`src/rtl/mem_arbiter.sv`:
```
// mem_arbiter: shares one memory port between a CPU and a DMA requester.
// Each DMA transfer steals exactly one cycle from the CPU, which is stalled through cpu_en.
module mem_arbiter (
  input  logic       clk,
  input  logic       rst,
  input  logic       cpu_read,
  input  logic       cpu_write,
  input  logic [7:0] cpu_address,
  input  logic [7:0] cpu_dout,
  output logic [7:0] cpu_din,
  output logic       cpu_en,
  input  logic       dma_req,
  input  logic       dma_we,
  input  logic [7:0] dma_addr,
  input  logic [7:0] dma_wdata,
  output logic       dma_ack,
  output logic [7:0] dma_rdata,
  output logic [7:0] mem_address,
  output logic       mem_write,
  output logic       mem_read,
  output logic [7:0] mem_wdata,
  input  logic [7:0] mem_rdata
);

  typedef enum logic [1:0] {
    S_CPU = 2'd0,
    S_DMA = 2'd1,
    S_ACK = 2'd2
  } state_t;

  state_t state_r;

  // Ownership sequencing, DMA read capture and the one-cycle ack pulse
  always_ff @(posedge clk) begin
    if (rst) begin
      state_r   <= S_CPU;
      dma_ack   <= 1'b0;
      dma_rdata <= 8'h00;
    end else begin
      case (state_r)
        S_CPU: begin
          state_r <= dma_req ? S_DMA : S_CPU;
          dma_ack <= 1'b0;
        end
        S_DMA: begin
          state_r <= S_ACK;
          dma_ack <= 1'b1;
          // DMA writes leave the last read result visible to the requester
          if (!dma_we) begin
            dma_rdata <= mem_rdata;
          end else begin
            dma_rdata <= dma_rdata;
          end
        end
        S_ACK: begin
          state_r <= S_CPU;
          dma_ack <= 1'b0;
        end
        default: begin
          state_r <= S_CPU;
          dma_ack <= 1'b0;
        end
      endcase
    end
  end

  // Memory port mux driven from registered state only, so dma_req never reaches mem_*
  always_comb begin
    if (rst) begin
      cpu_en      = 1'b1;
      mem_address = cpu_address;
      mem_write   = 1'b0;
      mem_read    = 1'b0;
      mem_wdata   = cpu_dout;
    end else if (state_r == S_DMA) begin
      cpu_en      = 1'b0;
      mem_address = dma_addr;
      mem_write   = dma_we;
      mem_read    = ~dma_we;
      mem_wdata   = dma_wdata;
    end else begin
      cpu_en      = 1'b1;
      mem_address = cpu_address;
      mem_write   = cpu_write;
      mem_read    = cpu_read;
      mem_wdata   = cpu_dout;
    end
  end

  assign cpu_din = mem_rdata;

endmodule

```
`config.mk`:
```
export PLATFORM = sky130hd
export DESIGN_NAME = mem_arbiter
export DESIGN_NICKNAME = d
export VERILOG_FILES = /design/src/rtl/mem_arbiter.sv
export SDC_FILE = /design/constraint.sdc
export NUM_CORES = 1
export LEC_CHECK = 0
export ABC_CLOCK_PERIOD_IN_PS = 1400
export BUFFER_PORTS_ARGS = -buffer_cell sky130_fd_sc_hd__buf_2
export CAP_MARGIN = 20
export CORE_ASPECT_RATIO = 1.1
export CORE_MARGIN = 3
export CORE_UTILIZATION = 28
export DETAILED_ROUTE_END_ITERATION = 7
export PLACE_DENSITY = 0.74
export SYNTH_ARGS = -nofsm -noshare
export SYNTH_HDL_FRONTEND = slang
export SYNTH_SLANG_ARGS = --single-unit
```
`constraint.sdc`:
```
create_clock -name clk -period 1.4 [get_ports clk]
set_input_delay 0.42 -clock clk [delete_from_list [all_inputs] [get_ports clk]]
set_output_delay 0.42 -clock clk [all_outputs]
set_load 0.02 [all_outputs]
```
==> results of run 1 <==
==> where the power goes <==
part           leakage [nW]  total [mW]  switching [mW]  internal (mW)
clock                0.0210       0.257          0.0997          0.158
combinational         0.554       0.361           0.174          0.187
sequential           0.0823       0.299         0.00547          0.293
total                 0.658       0.917           0.279          0.638
==> kinds of logic after synthesis <==
family                 after synthesis  share of synthesized area (%)
DFF                                 10                          30.19
AOI/OAI and AO/OA                   17                          12.83
buffers and inverters               13                          14.34
and+or+nand+nor                     14                          13.96
muxes                               17                          28.68
==> worst paths after layout <==
| kind | endpoint | cells past startpoint |
|---|---|---|
| max reg2reg | dma_rdata[0]$_SDFFE_PP0P_ | 5 |
| max | mem_wdata[4] | 5 |
| min | dma_rdata[2]$_SDFFE_PP0P_ | 3 |
| min reg2reg | dma_rdata[7]$_SDFFE_PP0P_ | 2 |
==> cells in the mapped netlist (all sizes together) <==
master,number,area [um^2]
a21oi,9,45.04
buf,11,87.58
clkbuf,1,3.750
dfxtp,10,200.2
inv,1,3.750
mux2,16,180.2
mux2i,1,10.01
nand2,8,30.03
nand2b,1,13.76
nor2,3,27.53
nor3b,1,12.51
nor4b,1,8.760
o21ai,8,40.04
==> sequential cells by signal, indices dropped and copies added (netlist names) <==
signal / count
state_r: 2
dma_rdata: 8
==> stage by stage <==
step	setup TNS (ns)	std cells	hold WS (ns)	cell area, um^2	setup slack [ns]
2_1_floorplan	-2.552	71	0.4804	711.9	-0.1938
3_3_place_gp	-5.157	177	0.4584	1150	-0.3152
3_5_place_dp	-5.419	177	0.4695	1150	-0.3359
4_1_cts	-9.248	183	0.3974	1227	-0.5289
5_1_grt	-9.797	182	0.3944	1267	-0.5764
6_report	-8.593	182	0.4043	1267	-0.5185
==> worst max-delay path, stage by stage, from the launching register on <==
cell,delay (ns)
dfxtp_4,0.34
nand2b_4,0.16
nor2_8,0.11
buf_12,0.13
mux2_2,0.34
buf_2,0.16
==> final cells by class <==
| cell class | instances | area (um^2) | share of cell area, % |
|---|---|---|---|
| inverters | 1 | 3.754 | 0.2961 |
| repair buffers | 91 | 574.3 | 45.31 |
| flip-flops and latches | 10 | 205.2 | 16.19 |
| well taps | 28 | 35.03 | 2.764 |
| multi-input cells | 48 | 412.9 | 32.58 |
| clock buffers | 4 | 36.28 | 2.863 |
==> metal layers <==
metal  GRT usage, %  wire length [um]
met5              0                 0
met4          3.285                 0
met3          6.005               335
met2          29.61              1235
met1          13.74               720
==> placed cells by master, fill, tap and decap left out, drive strengths merged <==
master  Yosys  routed
nand2       8       8
buf        11      91
nor3b       1       1
nor2        3       3
a21oi       9       9
nand2b      1       1
dfxtp      10      10
clkbuf      1       4
mux2i       1       1
mux2       16      16
inv         1       1
o21ai       8       8
nor4b       1       1
==> repair_timing <==
action,CTS,global route
setup endpoints to repair,19,19
gates resized for setup,8,17
hold buffers,0,0
buffers inserted,2,0
pin swaps,1,1
==> out/results.ini, run 1 <==
[cells_and_area]
final_nets=201
fin_util_pct=59.59
num_antenna_cells=0
fillerInstances=189
areaGrowthSynthToFinish_pct=91.13
drive_above_1_share_pct=77.27

[setup_path]
startpoint=state_r[1]$_SDFF_PP0_
crit_path_end_kind=primary output
cp-start-kind=flop
crit_type=flop to primary output
reg2reg_from=state_r[1]$_SDFF_PP0_
crit_required_ns=0.98
r2r_slack_ns=0.25
arrival_ns=1.50
critical_path.max_fanout=9

[cts]
cts_sinks=10
clock_path_buffers=2
cts_made_buffers=3
clk-insertion-delay-late_ns=0.26
tritoncts=built
cts.clk_slew.worst_paths_ns=0.07
htreeDepth=1
clockRootBuffer=clkbuf_4

[power]
p_leak_nw=0.6575
peakVddDrop_mv=0.3613
finalPower_uw=917.2
cellPowerDensity_nw_per_um2=723.7

[detailed_routing]
dr.pass1.iters=4
drc=0
wl_mm=2.291
drtIter0Drc=4
route.antenna.remaining_nets=0
vias_per_cell=4.522
vias=823
wl_per_cell_um=12.59

[sta]
final-setup-viol-count=19
finalMaxSlewViolations=0
fin_worst_skew_ns=0.0001916
finalHoldViolCount=0
period_minus_slack_ns=1.918
tightest_slew_ns=0.2146
finalCritPeriodShare_pct=137.0
maxSlewHeadroom_pct=85.49
finalWorstSetupSlack_ns=-0.5185
fmax_mhz=521.3
rsz0062_at_grt=yes

[global_routing]
antenna_found_initial=0
grt_overflow=0
grt_pass1_wl_mm=3.484
grt_max_degree=12
grt_pass1_vias=857
grt_use_total_pct=14.99

[status]
violations=negative setup slack
outcome=finished with violations

[synthesis]
yosysWarnings=0
synthDistinctLibCells=16
ys_seq_area_share_pct=30.19
synth_seq_cells=10
syn-instance-count=71
syn_nets=117
synthesis.area_um2=663.1
avgSynthCellArea_um2=9.340

[floorplan]
dieArea_um2=2989
die_h_um=57.04
placementRows=17
core_um2=2127
io_pins=82
initial_core_util_pct=31.18
die_width_um=52.40

[placement]
gp_congestion=0.7637
post-dp-hpwl_mm=1.958
io_buffer_count=81

[hold_path]
hold_start=mem_rdata[2]
hold_class=primary input to flop

[job]
cap_violations=0

Power figures use the tool's default switching activity.
==> run 2, diff against run 1 <==
Settings changed: SETUP_SLACK_MARGIN set to 0.15.
==> out/results.ini, run 2 (synthesized netlist as in run 1, its figures left out) <==
[floorplan]
placementRows=17
dieArea_um2=2989
io_pins=82
die_h_um=57.04
die_width_um=52.40
initial_core_util_pct=31.18
core_um2=2127

[cells_and_area]
largest_reg_flops=8
final_area_um2=1348
areaGrowthSynthToFinish_pct=103.2
fillerInstances=185
final_cell_mix=68 x buf_2, 17 x buf_6
fin_util_pct=63.35
layout_commonest_cell=buf_2
final_nets=204
num_antenna_cells=0
stdcell_count=185
reg_top3=dma_rdata x8, state_r x2
drive_above_1_share_pct=83.44
top_register=dma_rdata

[cts]
cts_made_buffers=3
clockRootBuffer=clkbuf_4
tritoncts=built
clock_path_buffers=2
htreeDepth=1
cts_sinks=10
clk-insertion-delay-late_ns=0.26
cts.clk_slew.worst_paths_ns=0.07

[setup_path]
critPathBufInv=2
reg2reg_from=state_r[1]$_SDFF_PP0_
worstRegToRegCells=7
cpPeakStageDelay_ns=0.34
critical_path.top_delay_family=flip-flops
worstReg2RegEnd=dma_rdata[0]$_SDFFE_PP0P_
crit_type=flop to primary output
cp_cell_sequence=nand2b_4 > nor2_8 > buf_12 > mux2_2 > buf_2
crit_required_ns=0.98
r2r_slack_ns=0.10
crit_path_end_kind=primary output
critPathSlowestCell=dfxtp_4
critical_path.max_fanout=9
cp-start-kind=flop
arrival_ns=1.50

[hold_path]
hold_class=primary input to flop
hold_depth=3
holdPathEnd=dma_rdata[2]$_SDFFE_PP0P_
hold_start=mem_rdata[2]

[global_routing]
grt_pass1_wl_mm=3.484
grt_use_total_pct=14.99
grt_max_degree=12
antenna_found_initial=0
grt_overflow=0
grt_pass1_vias=859

[detailed_routing]
drtIter0Drc=4
vias_per_cell=4.546
wl_met3_um=315
wl_per_cell_um=12.77
route.antenna.remaining_nets=0
drc=0
dr_wl_met2_mm=1.321
vias=841
dr.pass1.iters=4
wl_met1_um=725
top_layer_used=met3
wl_mm=2.362

[placement]
post-dp-hpwl_mm=1.958
pre_cts_ws_ns=-0.3359
post_dp_cell_area_um2=1150
placed_cells=177
io_buffer_count=81
gp_congestion=0.7637

[sta]
rsz0062_at_grt=yes
tightest_slew_ns=0.2152
finalSetupTns_ns=-9.057
maxSlewHeadroom_pct=85.45
finalHoldViolCount=0
fmax_mhz=520.2
finalMaxSlewViolations=0
finalCritPeriodShare_pct=137.3
period_minus_slack_ns=1.922
finalWorstSetupSlack_ns=-0.5222
final-setup-viol-count=19
fin_worst_skew_ns=0.0003295
fin_hold_ws_ns=0.4046

[power]
pwr-share-comb_pct=40.9
cellPowerDensity_nw_per_um2=698.5
seqPwrFrac_pct=31.9
p_clk_share_pct=27.3
p_leak_nw=0.6837
swShare_pct=30.70
switching_power_uw=288.9
finalPower_uw=941.2
peakVddDrop_mv=0.3657
p_int_uw=652.3

[status]
violations=negative setup slack
outcome=finished with violations

[job]
cap_violations=0

==> run 2: timing repair <==
item	in CTS	in global routing
endpoints found under the hold margin	0	0
setup endpoints to repair	20	26
buffers inserted	2	2
hold buffers	0	0
resized for setup	10	38
pin swaps	1	14
==> run 2: power groups by stage <==
stage	sequential (mW)	clock, mW	combinational, mW
3_5_place_dp	0.305	0	0.327
6_report	0.300	0.256	0.385
2_1_floorplan	0.316	0	0.185
3_3_place_gp	0.304	0	0.321
4_1_cts	0.298	0.266	0.346
5_1_grt	0.301	0.284	0.409
==> run 2: worst max-delay path by stage <==
stage | from | endpoint | slack [ns] | cells past startpoint
after floorplan | state_r[1]$_SDFF_PP0_ | mem_address[0] | -0.19 | 4
after global placement | rst | mem_address[7] | -0.32 | 5
after detailed placement | rst | mem_wdata[0] | -0.34 | 5
after CTS | state_r[1]$_SDFF_PP0_ | mem_wdata[4] | -0.53 | 5
after global routing | state_r[1]$_SDFF_PP0_ | mem_wdata[1] | -0.58 | 5
final | state_r[1]$_SDFF_PP0_ | mem_wdata[4] | -0.52 | 5
==> run 2: final cells by class <==
type | instances | area, um^2 | area share [%]
Inverter | 1 | 3.754 | 0.2786
Timing Repair Buffer | 94 | 624.3 | 46.33
Multi-Input combinational cell | 48 | 442.9 | 32.87
Sequential cell | 10 | 205.2 | 15.23
Tap cell | 28 | 35.03 | 2.600
Clock buffer | 4 | 36.28 | 2.693
==> run 2: metal layers <==
metal / vias to the layer above / GRT usage [%]
met5: - / 0
met4: 0 / 3.285
met3: 0 / 6.005
met2: 55 / 29.61
met1: 375 / 13.74
li1: 411 / -
==> run 2: worst reg2reg max path: stages, from the launching register on <==
cell      delay, ns
dfxtp_4        0.34
nand2b_4       0.16
buf_4          0.14
buf_6          0.10
buf_6          0.12
buf_6          0.13
o21ai_2        0.13
a21oi_1        0.07
==> run 3, diff against run 2 <==
Settings changed: PLACE_DENSITY 0.74 to 0.78, REMOVE_ABC_BUFFERS set to 1.
==> out/results.ini, run 3 (synthesized netlist as in run 1, its figures left out) <==
[cts]
htreeDepth=1
clock_path_buffers=2
clockRootBuffer=clkbuf_4
tritoncts=built
ctsHoldBuffers=0
cts_sinks=10
clk-insertion-delay-late_ns=0.27
cts_made_buffers=3
cts.clk_slew.worst_paths_ns=0.06

[floorplan]
die_h_um=57.04
io_pins=82
dieArea_um2=2989
core_um2=2127
initial_core_util_pct=31.18
placementRows=17
die_width_um=52.40

[cells_and_area]
multiInputGateArea_um2=504.2
stdcell_count=188
final_cell_mix=63 x buf_2, 21 x buf_6, 14 x mux2_4, 10 x buf_4
drive_above_1_share_pct=83.75
reg_top3=dma_rdata x8, state_r x2
areaGrowthSynthToFinish_pct=116.4
regArea_um2=202.7
largest_reg_flops=8
num_antenna_cells=0
fin_util_pct=67.47
final_nets=208
fillerInstances=163
layout_commonest_cell=buf_2
top_register=dma_rdata

[global_routing]
grt_max_degree=12
met2_usage_pct=35.82
antenna_found_initial=0
grt_use_total_pct=18.09
use_met3_pct=4.439
grtUsageMet1_pct=17.56
grt_overflow=0
grt.busiest_layer=met2
grt_pass1_vias=969
grt_pass1_wl_mm=4.160

[setup_path]
cp_cell_sequence=nand2b_4 > nor2_4 > buf_12 > mux2_4 > buf_6
cp-start-kind=flop
critPathSlowestCell=dfxtp_2
crit_type=flop to primary output
cpPeakStageDelay_ns=0.32
critical_path.max_fanout=8
crit_path_end_kind=primary output
arrival_ns=1.48
crit_required_ns=0.98

[sta]
fin_worst_skew_ns=0.008729
finalCritPeriodShare_pct=135.5
period_minus_slack_ns=1.897
fmax_mhz=527.3
tightest_slew_ns=0.2652
finalMaxSlewViolations=0
finalHoldViolCount=0
rsz0062_at_grt=yes
maxSlewHeadroom_pct=82.13
fin_hold_ws_ns=0.4026
finalSetupTns_ns=-8.996
final-setup-viol-count=28
finalWorstSetupSlack_ns=-0.4965

[status]
violations=negative setup slack
outcome=finished with violations

[power]
p_leak_nw=0.7541
cellPowerDensity_nw_per_um2=636.5
peakVddDrop_mv=0.3616
finalPower_uw=913.4

[placement]
gp_congestion=0.7020
placed_cells=176
post-dp-hpwl_mm=1.895
io_buffer_count=81

[hold_path]
hold_class=primary input to flop

[detailed_routing]
drtIter0Drc=14
wl_mm=2.847
wl_per_cell_um=15.14
vias=911
route.antenna.remaining_nets=0
dr.pass1.iters=4
drc=0
vias_per_cell=4.846

[job]
cap_violations=0

run 3: changes by cell type in the layout (fill, tap and decap cells not counted), sizes merged:
cell    before  now
clkbuf       4    3
buf         94   96
nor2         3    5
run 3: worst max-delay path, delay by kind of cell, from the launching register on:
family / cells / cell delay (ns)
buffers and inverters: 2 / 0.27
flip-flops: 1 / 0.32
multiplexers: 1 / 0.31
AND/OR/NAND/NOR: 2 / 0.31
run 3: routing by layer:
layer	share of wire, %	wire, um	vias up
li1	-	-	420
met1	36	1035	403
met2	49	1391	83
met3	13	375	5
met4	1.5	44	0
met5	0	0	-
run 3: through the flow:
step	worst slack [ns]	instance area, um^2
3_5_place_dp	-0.4073	1072
5_1_grt	-0.5470	1435
3_3_place_gp	-0.3678	1072
2_1_floorplan	-0.2609	571.8
4_1_cts	-0.4877	1335
6_report	-0.4965	1435
run 3: what timing repair did:
action	CTS	global route
setup endpoints to repair	20	28
resized for setup	54	21
buffers inserted	4	3
gates cloned	2	0
pin swaps	3	10
run 3: power by group:
group	total (mW)	switching, mW	internal (mW)
registers	0.302	0.00633	0.295
logic	0.425	0.203	0.221
clock network	0.187	0.0885	0.0988
total	0.913	0.298	0.615
run 3: final timing paths:
check / start / to / cells past startpoint / slack [ns]
min: mem_rdata[5] / dma_rdata[5]$_SDFFE_PP0P_ / 3 / 0.40
min reg2reg: state_r[0]$_SDFF_PP0_ / state_r[0]$_SDFF_PP0_ / 1 / 0.46
max reg2reg: state_r[1]$_SDFF_PP0_ / dma_rdata[1]$_SDFFE_PP0P_ / 8 / -0.03
max: state_r[1]$_SDFF_PP0_ / mem_address[3] / 5 / -0.50
run 3: layout make-up:
class                   count  area share (%)
inverters                   1          0.2616
clock buffers               3           1.569
flip-flops and latches     10           14.12
multi-input cells          50           35.14
well taps                  28           2.441
repair buffers             96           46.47
